$ cat config.mk
export PLATFORM = sky130hd
export DESIGN_NAME = pc_unit
export DESIGN_NICKNAME = d
export VERILOG_FILES = /design/src/rtl/pc_pkg.sv /design/src/rtl/ret_stack.sv /design/src/rtl/pc_unit.sv
export SDC_FILE = /design/constraint.sdc
export NUM_CORES = 1
export LEC_CHECK = 0
export BUFFER_PORTS_ARGS = -buffer_cell sky130_fd_sc_hd__buf_2
export CAP_MARGIN = 20
export CORE_MARGIN = 3
export CORE_UTILIZATION = 45
export DETAILED_ROUTE_END_ITERATION = 10
export GPL_TIMING_DRIVEN = 0
export PLACE_DENSITY = 0.64
export SLEW_MARGIN = 30
export SYNTH_ARGS = -nofsm -noshare
export SYNTH_HDL_FRONTEND = slang
export SYNTH_SLANG_ARGS = --single-unit
$ cat constraint.sdc
create_clock -name CLK -period 4.9 [get_ports CLK]
set_input_delay 0.49 -clock CLK [delete_from_list [all_inputs] [get_ports CLK]]
set_output_delay 0.49 -clock CLK [all_outputs]
set_load 0.05 [all_outputs]
$ cat src/rtl/pc_pkg.sv
// Shared definitions for the program-counter unit: FSM states and the
// control-priority encoding used to pick the next PC source.
package pc_pkg;

   typedef enum logic {
      ST_RUN,
      ST_HALTED
   } state_t;

   typedef enum logic [2:0] {
      CTL_INC,
      CTL_JUMP,
      CTL_CALL,
      CTL_RET,
      CTL_HALT
   } ctl_t;

   // Fixed priority: HALT > RET > CALL > TAKEN > increment.
   function automatic ctl_t resolve_ctl(input logic halt,
                                        input logic ret,
                                        input logic call,
                                        input logic taken);
      ctl_t c;
      if (halt)       c = CTL_HALT;
      else if (ret)   c = CTL_RET;
      else if (call)  c = CTL_CALL;
      else if (taken) c = CTL_JUMP;
      else            c = CTL_INC;
      return c;
   endfunction

endpackage

$ cat src/rtl/ret_stack.sv
// LIFO return-address stack. Push is dropped when full, pop when empty;
// dout always presents the top entry (stack[sp-1]).
module ret_stack #(
   parameter int WIDTH = 8,
   parameter int DEPTH = 8
) (
   input  logic                       clk,
   input  logic                       rst_n,
   input  logic                       push,
   input  logic                       pop,
   input  logic [WIDTH-1:0]           din,
   output logic [WIDTH-1:0]           dout,
   output logic [$clog2(DEPTH):0]     sp,
   output logic                       full,
   output logic                       empty
);

   localparam int AW  = $clog2(DEPTH);
   localparam int SPW = AW + 1;

   logic [WIDTH-1:0] mem [DEPTH];
   logic [AW-1:0]    wr_idx;
   logic [AW-1:0]    rd_idx;
   logic             do_push;
   logic             do_pop;

   assign full    = (sp == SPW'(DEPTH));
   assign empty   = (sp == '0);
   assign do_push = push && !full;
   assign do_pop  = pop && !empty;
   assign wr_idx  = sp[AW-1:0];
   assign rd_idx  = AW'(sp - SPW'(1));
   assign dout    = mem[rd_idx];

   always_ff @(posedge clk or negedge rst_n) begin
      if (!rst_n) begin
         sp <= '0;
         for (int unsigned i = 0; i < DEPTH; i++) begin
            mem[i] <= '0;
         end
      end else if (do_pop) begin
         sp <= sp - SPW'(1);
      end else if (do_push) begin
         mem[wr_idx] <= din;
         sp          <= sp + SPW'(1);
      end
   end

endmodule

$ cat src/rtl/pc_unit.sv
// Program-counter unit: RUN/HALTED FSM, next-PC selection with
// HALT > RET > CALL > TAKEN > increment priority, return stack, sticky flags.
module pc_unit
   import pc_pkg::*;
#(
   parameter int WIDTH = 8,
   parameter int DEPTH = 8,
   parameter int STEP  = 4
) (
   input  logic                     CLK,
   input  logic                     RST_N,
   input  logic                     EN,
   input  logic                     TAKEN,
   input  logic [WIDTH-1:0]         TARGET,
   input  logic                     CALL,
   input  logic                     RET,
   input  logic                     HALT,
   output logic [WIDTH-1:0]         PC,
   output logic [$clog2(DEPTH):0]   SP,
   output logic                     OVF,
   output logic                     UNF,
   output logic                     HALTED
);

   state_t           state, state_nxt;
   ctl_t             ctl;
   logic [WIDTH-1:0] pc_nxt;
   logic [WIDTH-1:0] pc_inc;
   logic [WIDTH-1:0] top;
   logic             push, pop, set_ovf, set_unf;
   logic             full, empty;

   assign pc_inc = PC + WIDTH'(STEP);
   assign ctl    = resolve_ctl(HALT, RET, CALL, TAKEN);
   assign HALTED = (state == ST_HALTED);

   ret_stack #(
      .WIDTH(WIDTH),
      .DEPTH(DEPTH)
   ) u_stack (
      .clk  (CLK),
      .rst_n(RST_N),
      .push (push),
      .pop  (pop),
      .din  (pc_inc),
      .dout (top),
      .sp   (SP),
      .full (full),
      .empty(empty)
   );

   always_comb begin
      state_nxt = state;
      pc_nxt    = PC;
      push      = 1'b0;
      pop       = 1'b0;
      set_ovf   = 1'b0;
      set_unf   = 1'b0;
      if (state == ST_RUN && EN) begin
         unique case (ctl)
            CTL_HALT: state_nxt = ST_HALTED;
            CTL_RET: begin
               if (empty) begin
                  set_unf = 1'b1;
                  pc_nxt  = pc_inc;
               end else begin
                  pop    = 1'b1;
                  pc_nxt = top;
               end
            end
            CTL_CALL: begin
               // Overflowing call still jumps; only the push is lost.
               if (full) set_ovf = 1'b1;
               else      push    = 1'b1;
               pc_nxt = TARGET;
            end
            CTL_JUMP: pc_nxt = TARGET;
            default:  pc_nxt = pc_inc;
         endcase
      end
   end

   always_ff @(posedge CLK or negedge RST_N) begin
      if (!RST_N) begin
         state <= ST_RUN;
         PC    <= '0;
         OVF   <= 1'b0;
         UNF   <= 1'b0;
      end else begin
         state <= state_nxt;
         PC    <= pc_nxt;
         if (set_ovf) OVF <= 1'b1;
         if (set_unf) UNF <= 1'b1;
      end
   end

endmodule

==> flow_metrics.tcl <==
set metrics [dict create \
    outcome "finished clean" \
    yosysMostFrequentCell "dfrtp_1" \
    fin_worst_skew_ps 6.178 \
    core_um2 8341 \
    grt_pass1_vias 2701 \
    crit_required_ps 5120 \
    critPathLaunchType "register" \
    synth_seq_cells 79 \
    nets 366 \
    fin_hold_ws_ps 371.6 \
    ir_drop_uv 262.3 \
    max_slew.worst_pin.slew_ps 726.5 \
    fin_tns_setup_ps 0 \
    cp_max_fo 10 \
    syn_to_final_growth_pct 13.97 \
    crit_type "register to register" \
    initial_core_util 0.4703 \
    fmax_ghz 0.3123 \
    worstPathArrival_ps 3420 \
    endpoint "PC[3]" \
    yosysTopAreaCell "dfrtp_1" \
    min_path_type "input port to register" \
    startpoint "u_stack.sp[1]" \
    layout.cells.non_filler 456 \
    yosys-top-cells-count "dfrtp_1, mux2_2, nor2_1" \
    track_usage 0.2000 \
    synthDistinctLibCells 49 \
    hpwl_um 6287 \
    drive_gt1_frac 0.3447 \
    yosysTopAreaCellShare 0.5040 \
    clk_pin_slew_worst_paths_ps 80 \
    reg2reg_from "u_stack.sp[1]" \
    syn_area_per_cell_um2 12.74 \
    synth-edff-count 0 \
    ant_nets 0 \
    maxSlewHeadroom 0.5153 \
    regToRegSetupSlack_ps 1700 \
    synthFlopType "dfrtp_1" \
    ys_seq_area_frac 0.5040 \
    yosys_warnings 0 \
    dp.cells 441 \
    p_per_area_nw_per_um2 386.6 \
    slowest_stage "buf_1" \
    max-cap-violations 0 \
    path_delay_family "buffers and inverters" \
    synthTopCellsByArea "dfrtp_1, mux2_2, mux4_2" \
    antenna_found_initial 0 \
    synth_nets 326 \
    numPortBuffers 27 \
    dieArea_um2 9873 \
    antenna_cells 0 \
    vias 2609 \
    cts_max_path_buffers 2 \
    io_pins 30 \
    cts_made_buffers 9 \
    path_cells "clkbuf_1 -> inv_1 -> ha_1 -> buf_2 -> buf_1 -> mux4_2 -> mux2_2 -> a222oi_1 -> a21oi_1" \
    fin_crit_ps 3202 \
    drt_iter0_drc 186 \
    critPathMaxStageDelay_ps 550 \
    die_h_um 99.37 \
    synthesis.area_um2 3923 \
    setup_viol 0 \
    drc 0 \
    cts_max_level 3 \
    grt_max_degree 60 \
    endpoint_kind "register" \
    rsz0062_at_grt "false" \
    gp_congestion 0.8431 \
    final_util 0.5360 \
    path_buf_inv 4 \
    clock-root-buffer "clkbuf_8" \
    die_width_um 99.37 \
    core.rowCount 33 \
    viasPerCell 5.721 \
    wl_per_cell_um 20.06 \
    rr_worst_depth 9 \
    cts_resized 0 \
    leakage_nw 2.120 \
    cts_tree "built" \
    clock-sinks 79 \
    fin_crit_sh 0.6535 \
    wl_um 9146 \
    postSynthCellCount 308 \
    r2r_end "PC[3]" \
    grt_pass1_wl_um 14890 \
    maxSlewViolCount 0 \
    grt_overflow 0 \
    dr.pass1.iters 4 \
    clk_latency_ps 340 \
    cp.depth 9 \
    ys_async_sr_fraction 1.000 \
    hold_violations 0 \
]
flip-flops by register name (all words and copies together) (netlist names):
register	flops
HALTED	1
OVF	1
PC	8
UNF	1
u_stack.mem	64
u_stack.sp	4
worst register-to-register path, cell delays in order (launching register included):
cell and delay, ps:
dfrtp_1 380, clkbuf_1 340, inv_1 220, ha_1 320
buf_2 260, buf_1 550, mux4_2 400, mux2_2 290
a222oi_1 230, a21oi_1 110
how the worst min path moves through the flow:
stage                     startpoint              to  slack (ps)  depth (start not counted)
after CTS                         EN          HALTED         360                          2
after detailed placement       RST_N  u_stack.mem[2]         360                          1
after global routing              EN          HALTED         350                          2
after floorplan                RST_N          HALTED         190                          0
final                             EN          HALTED         370                          2
after global placement           OVF             OVF         450                          1
final cells by class:
class	count	area [um^2]
buffer	19	123.9
sequential	79	1977
multi-input combinational	206	1809
clock buffer	10	137.6
tap	105	131.4
inverter	4	17.52
timing repair buffer	29	178.9
clock inverter	4	95.09
fill	719	3870
cells by family after synthesis:
| kind of cell | count (synthesis) | share of synthesized area |
|---|---|---|
| buffers and inverters | 23 | 0.03604 |
| adder cells (fa/ha/maj) | 3 | 0.009570 |
| multiplexers | 63 | 0.2344 |
| AND/OR/NAND/NOR | 72 | 0.09920 |
| AO/OA/AOI/OAI | 58 | 0.09251 |
| XOR/XNOR | 10 | 0.02424 |
| flip-flops | 79 | 0.5040 |
report_power, final:
group	switching, mW	internal, mW
clock	0.234	0.346
sequential	0.0393	0.682
combinational	0.284	0.143
through the flow:
step	setup WS (ps)	instance area (um^2)	total power, mW
after floorplan	1976	3923	1.033
after global placement	1763	4189	1.153
after detailed placement	1657	4228	1.164
after CTS	1660	4471	1.741
after global routing	1505	4471	1.810
final	1698	4471	1.728
repair_timing:
item | in CTS | in global routing
hold buffers | 1 | 0
endpoints found under the hold margin | 20 | 0
setup buffers | 0 | 0
metal layers:
metal  vias to the layer above  part of all wire  GRT usage
met1                      1327              0.48     0.3042
met3                         8             0.048    0.04278
li1                       1211                 -          -
met5                         -                 0          0
met2                        63              0.46     0.2836
met4                         0             0.012    0.06933
layout by cell type (no fill, tap or decap), types with 3 or more instances in the layout:
| cell | n |
|---|---|
| xor2_1 | 3 |
| nor3_1 | 3 |
| dfrtp_1 | 79 |
| buf_2 | 32 |
| nor2b_1 | 3 |
| mux4_2 | 14 |
| nor2_1 | 28 |
| o21ai_0 | 14 |
| xnor2_1 | 6 |
| mux2_4 | 7 |
| mux2i_1 | 3 |
| a222oi_1 | 3 |
| bufinv_16 | 3 |
| clkbuf_1 | 4 |
| inv_1 | 3 |
| nand2b_1 | 3 |
| clkbuf_8 | 10 |
| mux2_2 | 33 |
| ha_1 | 3 |
| nand2_1 | 15 |
| buf_4 | 4 |
| nand3_1 | 4 |
| mux2_1 | 4 |
| buf_6 | 5 |
| a21oi_1 | 22 |
Power figures use the tool's default switching activity.
